<file path="src/rtl/led_pattern_streamer.sv">
// LED pattern streamer: queues pattern words in a small FIFO and shows each
// word LSB-first on LED, holding every bit for BIT_CYCLES clocks.
module led_pattern_streamer #(
  parameter int unsigned WIDTH      = 32,
  parameter int unsigned DEPTH      = 4,
  parameter int unsigned BIT_CYCLES = 2097152,
  parameter int unsigned LOOP_LAST  = 1
) (
  input  logic             CLK,
  input  logic             RST,
  input  logic             PAT_VALID,
  input  logic [WIDTH-1:0] PAT_DATA,
  output logic             PAT_READY,
  output logic             LED,
  output logic             BUSY,
  output logic             UNDERRUN
);

  localparam int unsigned AW = $clog2(DEPTH);
  localparam int unsigned PW = (BIT_CYCLES > 1) ? $clog2(BIT_CYCLES) : 1;
  localparam int unsigned IW = $clog2(WIDTH);
  localparam logic [PW-1:0] PRE_LAST = PW'(BIT_CYCLES - 1);
  localparam logic [IW-1:0] IDX_LAST = IW'(WIDTH - 1);

  typedef enum logic {
    IDLE,
    SHIFT
  } state_t;

  logic [WIDTH-1:0] mem_q [DEPTH];
  logic [AW:0]      wr_ptr_q, wr_ptr_d;
  logic [AW:0]      rd_ptr_q, rd_ptr_d;
  logic             empty, full, push, pop;
  logic [WIDTH-1:0] head;

  state_t           state_q, state_d;
  logic [PW-1:0]    pre_q, pre_d;
  logic [IW-1:0]    idx_q, idx_d, idx_nxt;
  logic [WIDTH-1:0] word_q, word_d;
  logic             led_q, led_d;
  logic             und_q, und_d;
  logic             pre_term;

  assign empty     = (wr_ptr_q == rd_ptr_q);
  assign full      = (wr_ptr_q[AW] != rd_ptr_q[AW]) &&
                     (wr_ptr_q[AW-1:0] == rd_ptr_q[AW-1:0]);
  assign PAT_READY = !full && !RST;
  assign push      = PAT_VALID && PAT_READY;
  assign head      = mem_q[rd_ptr_q[AW-1:0]];

  assign wr_ptr_d  = wr_ptr_q + {{AW{1'b0}}, push};
  assign rd_ptr_d  = rd_ptr_q + {{AW{1'b0}}, pop};

  assign pre_term  = (pre_q == PRE_LAST);
  assign idx_nxt   = idx_q + {{(IW-1){1'b0}}, 1'b1};

  assign LED       = led_q;
  assign BUSY      = (state_q == SHIFT);
  assign UNDERRUN  = und_q;

  // FIFO storage; writes only happen on an accepted push
  always_ff @(posedge CLK) begin
    if (push) mem_q[wr_ptr_q[AW-1:0]] <= PAT_DATA;
  end

  // State, counters, pointers and registered outputs
  always_ff @(posedge CLK) begin
    if (RST) begin
      state_q  <= IDLE;
      pre_q    <= '0;
      idx_q    <= '0;
      word_q   <= '0;
      led_q    <= 1'b0;
      und_q    <= 1'b0;
      wr_ptr_q <= '0;
      rd_ptr_q <= '0;
    end else begin
      state_q  <= state_d;
      pre_q    <= pre_d;
      idx_q    <= idx_d;
      word_q   <= word_d;
      led_q    <= led_d;
      und_q    <= und_d;
      wr_ptr_q <= wr_ptr_d;
      rd_ptr_q <= rd_ptr_d;
    end
  end

  // Next-state logic: LED is precomputed from the next word/index so it is
  // a plain register while still changing on the same edge as the counters.
  // word_q doubles as the saved word for LOOP_LAST replay.
  always_comb begin
    state_d = state_q;
    pre_d   = pre_q;
    idx_d   = idx_q;
    word_d  = word_q;
    led_d   = led_q;
    und_d   = 1'b0;
    pop     = 1'b0;
    unique case (state_q)
      IDLE: begin
        led_d = 1'b0;
        if (!empty) begin
          pop     = 1'b1;
          word_d  = head;
          pre_d   = '0;
          idx_d   = '0;
          led_d   = head[0];
          state_d = SHIFT;
        end
      end
      SHIFT: begin
        if (!pre_term) begin
          pre_d = pre_q + {{(PW-1){1'b0}}, 1'b1};
          led_d = word_q[idx_q];
        end else begin
          pre_d = '0;
          if (idx_q != IDX_LAST) begin
            idx_d = idx_nxt;
            led_d = word_q[idx_nxt];
          end else if (!empty) begin
            pop    = 1'b1;
            word_d = head;
            idx_d  = '0;
            led_d  = head[0];
          end else if (LOOP_LAST != 0) begin
            und_d = 1'b1;
            idx_d = '0;
            led_d = word_q[0];
          end else begin
            und_d   = 1'b1;
            idx_d   = '0;
            led_d   = 1'b0;
            state_d = IDLE;
          end
        end
      end
      default: begin
        state_d = IDLE;
        led_d   = 1'b0;
      end
    endcase
  end

endmodule

</file>
<file path="config.mk">
export PLATFORM = sky130hd
export DESIGN_NAME = led_pattern_streamer
export DESIGN_NICKNAME = d
export VERILOG_FILES = /design/src/rtl/led_pattern_streamer.sv
export SDC_FILE = /design/constraint.sdc
export NUM_CORES = 1
export LEC_CHECK = 0
export CAP_MARGIN = 5
export CORE_MARGIN = 2
export CORE_UTILIZATION = 40
export DETAILED_ROUTE_END_ITERATION = 12
export GPL_TIMING_DRIVEN = 0
export PLACE_DENSITY_LB_ADDON = 0.05
export SLEW_MARGIN = 20
export SYNTH_ARGS = -nofsm -noshare
export SYNTH_HDL_FRONTEND = slang
export SYNTH_SLANG_ARGS = --single-unit
export TNS_END_PERCENT = 20
</file>
<file path="constraint.sdc">
create_clock -name CLK -period 5.6 [get_ports CLK]
set_clock_uncertainty 0.1 [all_clocks]
set_input_delay 1.68 -clock CLK [delete_from_list [all_inputs] [get_ports CLK]]
set_output_delay 1.68 -clock CLK [all_outputs]
set_load 0.02 [all_outputs]
</file>
==> Word level (Yosys, flattened, before mapping) <==
Memory sizes are Yosys's and may differ from the RTL's. A register that Yosys moved wholly into a read port is not among the register bits.
Index checks and enable logic that the tools add are counted.
{ "word_totals": {"rom_bits": 0, "inputBits": 35, "ram_bits": 128, "ff_bits": 67, "latchBits": 0, "out_inout_bits": 4, "word_cells": 62, "mem_count": 1} }
{ "mem_list": {"columns": ["memory", "words", "word_bits", "rd", "rd_clocked_by_memory_dff", "wr", "line", "source"], "rows": [
  ["mem_q", 4, 32, 1, 1, 1, "30", "logic [WIDTH-1:0] mem_q [DEPTH];"]
]} }
{ "classes": {"bitwise": 2, "n_lt_le_gt_ge": 2, "n_div": 0, "muxes": 29, "n_reduce_logical": 8, "eq_ne": 8, "n_addsub": 4, "n_shift": 0, "multipliers": 0} }
{ "op_table": {"columns": ["cell", "n"], "rows": [
  ["2-to-1 mux 32 bit", 3],
  ["case mux 32 bit (2 select lines)", 1],
  ["2-to-1 mux 21 bit", 2],
  ["case mux 21 bit (2 select lines)", 1],
  ["adder 21 x 1 -> 21 bit, second input constant", 1],
  ["equality test 21 bit, second input constant", 1],
  ["2-to-1 mux 5 bit", 3],
  ["less-than comparator 5 x 6 -> 1 bit, second input constant", 2],
  ["2-to-1 mux 1 bit", 12],
  ["binary-select mux 1 bit (select 5 bit)", 2],
  ["case mux 5 bit (2 select lines)", 1],
  ["adder 3 x 1 -> 3 bit", 2],
  ["case mux 1 bit (2 select lines)", 3],
  ["adder 5 x 1 -> 5 bit, second input constant", 1],
  ["inequality test 5 bit, second input constant", 1],
  ["inequality test 2 bit, second input constant", 2],
  ["AND reduction 2 bit", 2],
  ["OR reduction 4 bit", 1],
  ["equality test 3 bit", 1],
  ["logical AND 1 bit", 3],
  ["equality test 2 bit", 1],
  ["zero test 1 bit", 2],
  ["2-to-1 mux 2 bit", 1],
  ["inequality test 2 x 1 -> 1 bit, second input constant", 1],
  ["other kinds (2)", 3]
]} }

==> Logic depth before layout (Yosys ltp) <==
{ "depth": {"word_depth": 7, "mapped_depth": 12} }

==> Worst setup path before layout <==
No wires, ideal clock.
{ "synth_timing": {"path_kind": "in2reg", "start": "input port RST", "end": "memory mem_q[1][0] (enable)", "arrival_ns": 4.657, "stages": 3, "required_ns": 5.032, "slack_ns": 0.375, "setup_time_ns": 0.468, "cell_sequence": "a21oi_1 > nand2_1 > nor3b_1"} }
{ "synth_via": {"elab_chain_len": 5} }
{ "synth_rtl": {"columns": ["element", "line", "source"], "rows": [
  ["start: declaration", "10", "input logic RST,"],
  ["zero test 1 bit", "47", "assign PAT_READY = !full && !RST;"],
  ["logical AND 1 bit", "47", null],
  ["logical AND 1 bit", "48", "assign push = PAT_VALID && PAT_READY;"],
  ["2-to-1 mux 1 bit", "63", "if (push) mem_q[wr_ptr_q[AW-1:0]] <= PAT_DATA;"],
  ["2-to-1 mux 1 bit (not written as such)", "63", null],
  ["end: declaration", "30", null]
]} }
Every way passes these cells.

==> Final worst setup path <==
{ "layout_timing": {"start": "input port RST", "end": "output port PAT_READY"} }
{ "layout_via": {"elab_chain_len": 2} }
{ "layout_rtl": {"columns": ["element", "line", "source"], "rows": [
  ["zero test 1 bit", "47", null],
  ["logical AND 1 bit", "47", null],
  ["end: declaration", "13", "output logic PAT_READY,"]
]} }
Every way passes these cells.

==> impl.org <==
** Place
- Routability-driven placement finished with a final weighted congestion of 0.812.
- Port-buffer cells :: 38
- The HPWL after detailed placement is 11.6 mm.
- Number of cells after detailed placement :: 881

** Floorplanning
- Pin placement for this block handled 39 I/O pins.
- Starting density of the core :: 0.409
- The total area inside the core boundary comes to 0.0195 mm^2.
- The floorplan step defined a die boundary enclosing 0.0211 mm^2.
- Y dimension of the die :: 145 um
- The die is 145 um wide.
- Row count :: 51

** Detailed routing
- Remaining design rule violation count :: 0
- Per-cell via count in the routed design :: 5.37
- The detailed router finished its first iteration with 334 violations.
- The final layout contains routed wiring with a total length of 16.7 mm.
- Via Count :: 4904
- Pre-Repair DR Iteration Count :: 5
- Routed length per instance :: 18.3 um
- Detail Route Antenna Nets :: 0

** Power
- Design Power :: 3800 uW
- Worst VDD drop :: 0.000242 V
- Power density over the cells :: 403 mW/mm^2
- Leakage :: 0.00303 uW

** Synth
- Share of synthesized area occupied by flip-flops and latches :: 0.649
- Synthesis-stage register bit count :: 195
- A synthesized cell averages 14.1 um^2.
- Post-Synthesis Cells :: 568
- Warning count from the yosys run :: 0
- After synthesis, the netlist uses 46 different library cells.
- The commonest cells after synthesis are sky130_fd_sc_hd__edfxtp_1 (128), sky130_fd_sc_hd__nand2_1 (82), sky130_fd_sc_hd__dfxtp_1 (67), sky130_fd_sc_hd__a21oi_1 (55), sky130_fd_sc_hd__mux4_2 (48).
- Cell with the most instances after synthesis :: sky130_fd_sc_hd__edfxtp_1
- Top_reg_cell synth :: sky130_fd_sc_hd__edfxtp_1
- Area fraction of the dominant cell type after synthesis :: 0.481
- Share of async-settable or async-resettable flops after synthesis :: 0
- EDFF count, synth :: 128
- Summed over all instances, the cell type with the most area after synthesis is sky130_fd_sc_hd__edfxtp_1.
- Sorting the synthesized cells by area gives the leading types as sky130_fd_sc_hd__edfxtp_1 (48%), sky130_fd_sc_hd__dfxtp_1 (17%), sky130_fd_sc_hd__mux4_2 (14%).
- Number of nets produced by synthesis :: 610
- After synthesis the cells add up to 0.00799 mm^2.

** Hold path
- Hold Path Class :: flop to flop

** Finish
- Total inserted antenna cells :: 0
- Layout-stage area growth over the synthesis result :: 18.1%
- Share of post-route cells with drive strength above 1 :: 0.167
- Fin cells :: 913
- For this run, the post-layout net count is 677.

** STA
- Slew at the pin closest to its max-slew limit :: 948 ps
- Final TNS setup :: 0 ps
- The smallest clock period supported by the final layout is computed as 4810 ps.
- The worst pin sits at a relative slew slack of 0.368.
- Hold slack :: 368 ps
- The final count of hold timing violations was 0.
- Max Fclk :: 208 MHz
- Setup repair after global routing left no endpoint under its margin.
- In the finished design, the share of the clock period the worst path needs comes to 0.860.
- Setup violations remaining at the end of the flow were counted as 0.
- Final Slew Violations :: 0

** Worst setup path
- The signal on the critical path passes through clkdlybuf4s50_1, a21oi_1, clkdlybuf4s50_1.
- Together, buffers and inverters on the worst path number 2.
- The critical path in this run is classified as input port to output port.
- Startpoint type of the worst setup path :: input port
- Worst Setup End Kind :: output port
- Along the worst path, the maximum fanout reaches 5.
- CP max-delay cell :: sky130_fd_sc_hd__clkdlybuf4s50_1
- In this design, the stage delay of the slowest critical-path cell is 630 ps.
- Required time at the worst-slack endpoint :: 3820 ps
- The most numerous cell type found on the critical path is sky130_fd_sc_hd__clkdlybuf4s50_1.
- Top cell family by delay on the critical path :: buffers and inverters
- STA puts the critical path data arrival time at 3030 ps.

** Job
- Max-cap violations in this run came to 0.

** Outcome
- The run finished with clean final reports.

** Clock tree
- The tree is rooted in a sky130_fd_sc_hd__clkbuf_16.
- H-tree depth :: 4
- No sink is reached through more buffers than the 2 on the longest clock path.
- Latest clock arrival within the worst-skew pair :: 430 ps
- Number of setup buffers added after CTS :: 0
- Post-CTS repair changed the size of 0 cells.
- Clock slew at the register clock pins of the worst setup and hold paths :: 70 ps
- CTS Hold Bufs :: 0
- In this run, CTS created clock tree buffers numbering 17.
- The clock net in this run drives a total of 195 sinks.
- TritonCTS built the clock tree.

** Global routing
- Global router's overall resource usage :: 0.164
- The number of antenna violations at the first check in global routing was 0.
- Entering global routing, the biggest net connects 22 pins.
- The first global-routing pass estimated 26.8 mm of wire.
- The number of global-route vias before repair is 4964.
- The total overflow left after global routing is 0.
[flip-flops by register name, indices dropped and copies added (netlist names)]
signal	cells
pre_q	21
idx_q	5
LED	1
mem_q	128
BUSY	1
UNDERRUN	1
wr_ptr_q	3
word_q	32
rd_ptr_q	3
[worst register-to-register path, stage by stage, from the launching register on]
cell                       delay [ps]
sky130_fd_sc_hd__dfxtp_1          340
sky130_fd_sc_hd__clkbuf_1         380
sky130_fd_sc_hd__xor2_1           260
sky130_fd_sc_hd__nor2_1            60
sky130_fd_sc_hd__a21oi_1          190
sky130_fd_sc_hd__nand2_1          150
sky130_fd_sc_hd__nor3b_2          480
sky130_fd_sc_hd__buf_4            290
sky130_fd_sc_hd__buf_4            220
sky130_fd_sc_hd__buf_4            200
[metrics by stage]
stage / instance area [um^2] / utilization / worst slack, ps
floorplan: 7990 / - / 375
global placement: 8700 / 0.446 / -1970
detailed placement: 8830 / 0.452 / 779
CTS: 9440 / 0.483 / 776
global route: 9440 / 0.483 / 739
finish: 9440 / 0.483 / 786
[routing by layer]
| metal | part of all wire | wire, um | track usage |
|---|---|---|---|
| met1 | 0.45 | 7500 | 0.218 |
| met2 | 0.51 | 8490 | 0.277 |
| met3 | 0.034 | 559 | 0.0351 |
| met4 | 0.0075 | 125 | 0.0392 |
| met5 | 0 | 0 | 0 |
[worst paths after layout]
path,startpoint,end,slack [ps],cells past startpoint
max reg2reg,rd_ptr_q[1]$_SDFF_PP0_,mem_q[1][25]$_DFFE_PP_,2650,9
max,RST,PAT_READY,790,3
min,word_q[14]$_SDFFE_PP0P_,word_q[14]$_SDFFE_PP0P_,370,2
min reg2reg,word_q[14]$_SDFFE_PP0P_,word_q[14]$_SDFFE_PP0P_,370,2
[cell usage in the layout, fill, tap and decap left out, types with 5 or more instances in the layout]
cell type / synthesis / layout
sky130_fd_sc_hd__edfxtp_1: 128 / 128
sky130_fd_sc_hd__nand2_1: 82 / 82
sky130_fd_sc_hd__dfxtp_1: 67 / 67
sky130_fd_sc_hd__a21oi_1: 55 / 55
sky130_fd_sc_hd__mux4_2: 48 / 48
sky130_fd_sc_hd__clkdlybuf4s50_1: 0 / 38
sky130_fd_sc_hd__nor2_1: 28 / 27
sky130_fd_sc_hd__clkbuf_1: 22 / 23
sky130_fd_sc_hd__clkbuf_16: 0 / 17
sky130_fd_sc_hd__nand3_1: 11 / 11
sky130_fd_sc_hd__buf_2: 8 / 8
sky130_fd_sc_hd__o21ai_1: 8 / 8
sky130_fd_sc_hd__nand4_1: 7 / 7
sky130_fd_sc_hd__a31oi_1: 7 / 7
sky130_fd_sc_hd__a311oi_1: 7 / 7
sky130_fd_sc_hd__ha_1: 7 / 7
sky130_fd_sc_hd__nor3_1: 7 / 6
sky130_fd_sc_hd__nor2b_1: 6 / 6
sky130_fd_sc_hd__buf_4: 1 / 6
sky130_fd_sc_hd__xor2_1: 5 / 5
sky130_fd_sc_hd__inv_1: 5 / 5
[final cells by class]
class,instances,area (um^2)
fill,1765,10100
sequential,195,5180
multi-input combinational,332,2660
timing repair buffer,48,492
clock buffer,18,429
tap,265,332
clock inverter,14,176
buffer,35,145
inverter,6,22.5
[cells by family after synthesis]
group                    count (synthesis)  synth area share
buffers and inverters                   41            0.0210
flip-flops                             195             0.649
adder cells (fa/ha/maj)                  7            0.0110
multiplexers                            55             0.144
XOR/XNOR                                 7           0.00767
AND/OR/NAND/NOR                        168            0.0978
AO/OA/AOI/OAI                           95            0.0693
[report_power, final]
group / switching, uW / internal (uW)
sequential: 74.2 / 1640
combinational: 492 / 369
clock: 581 / 646
(Power assumes the default switching activity.)
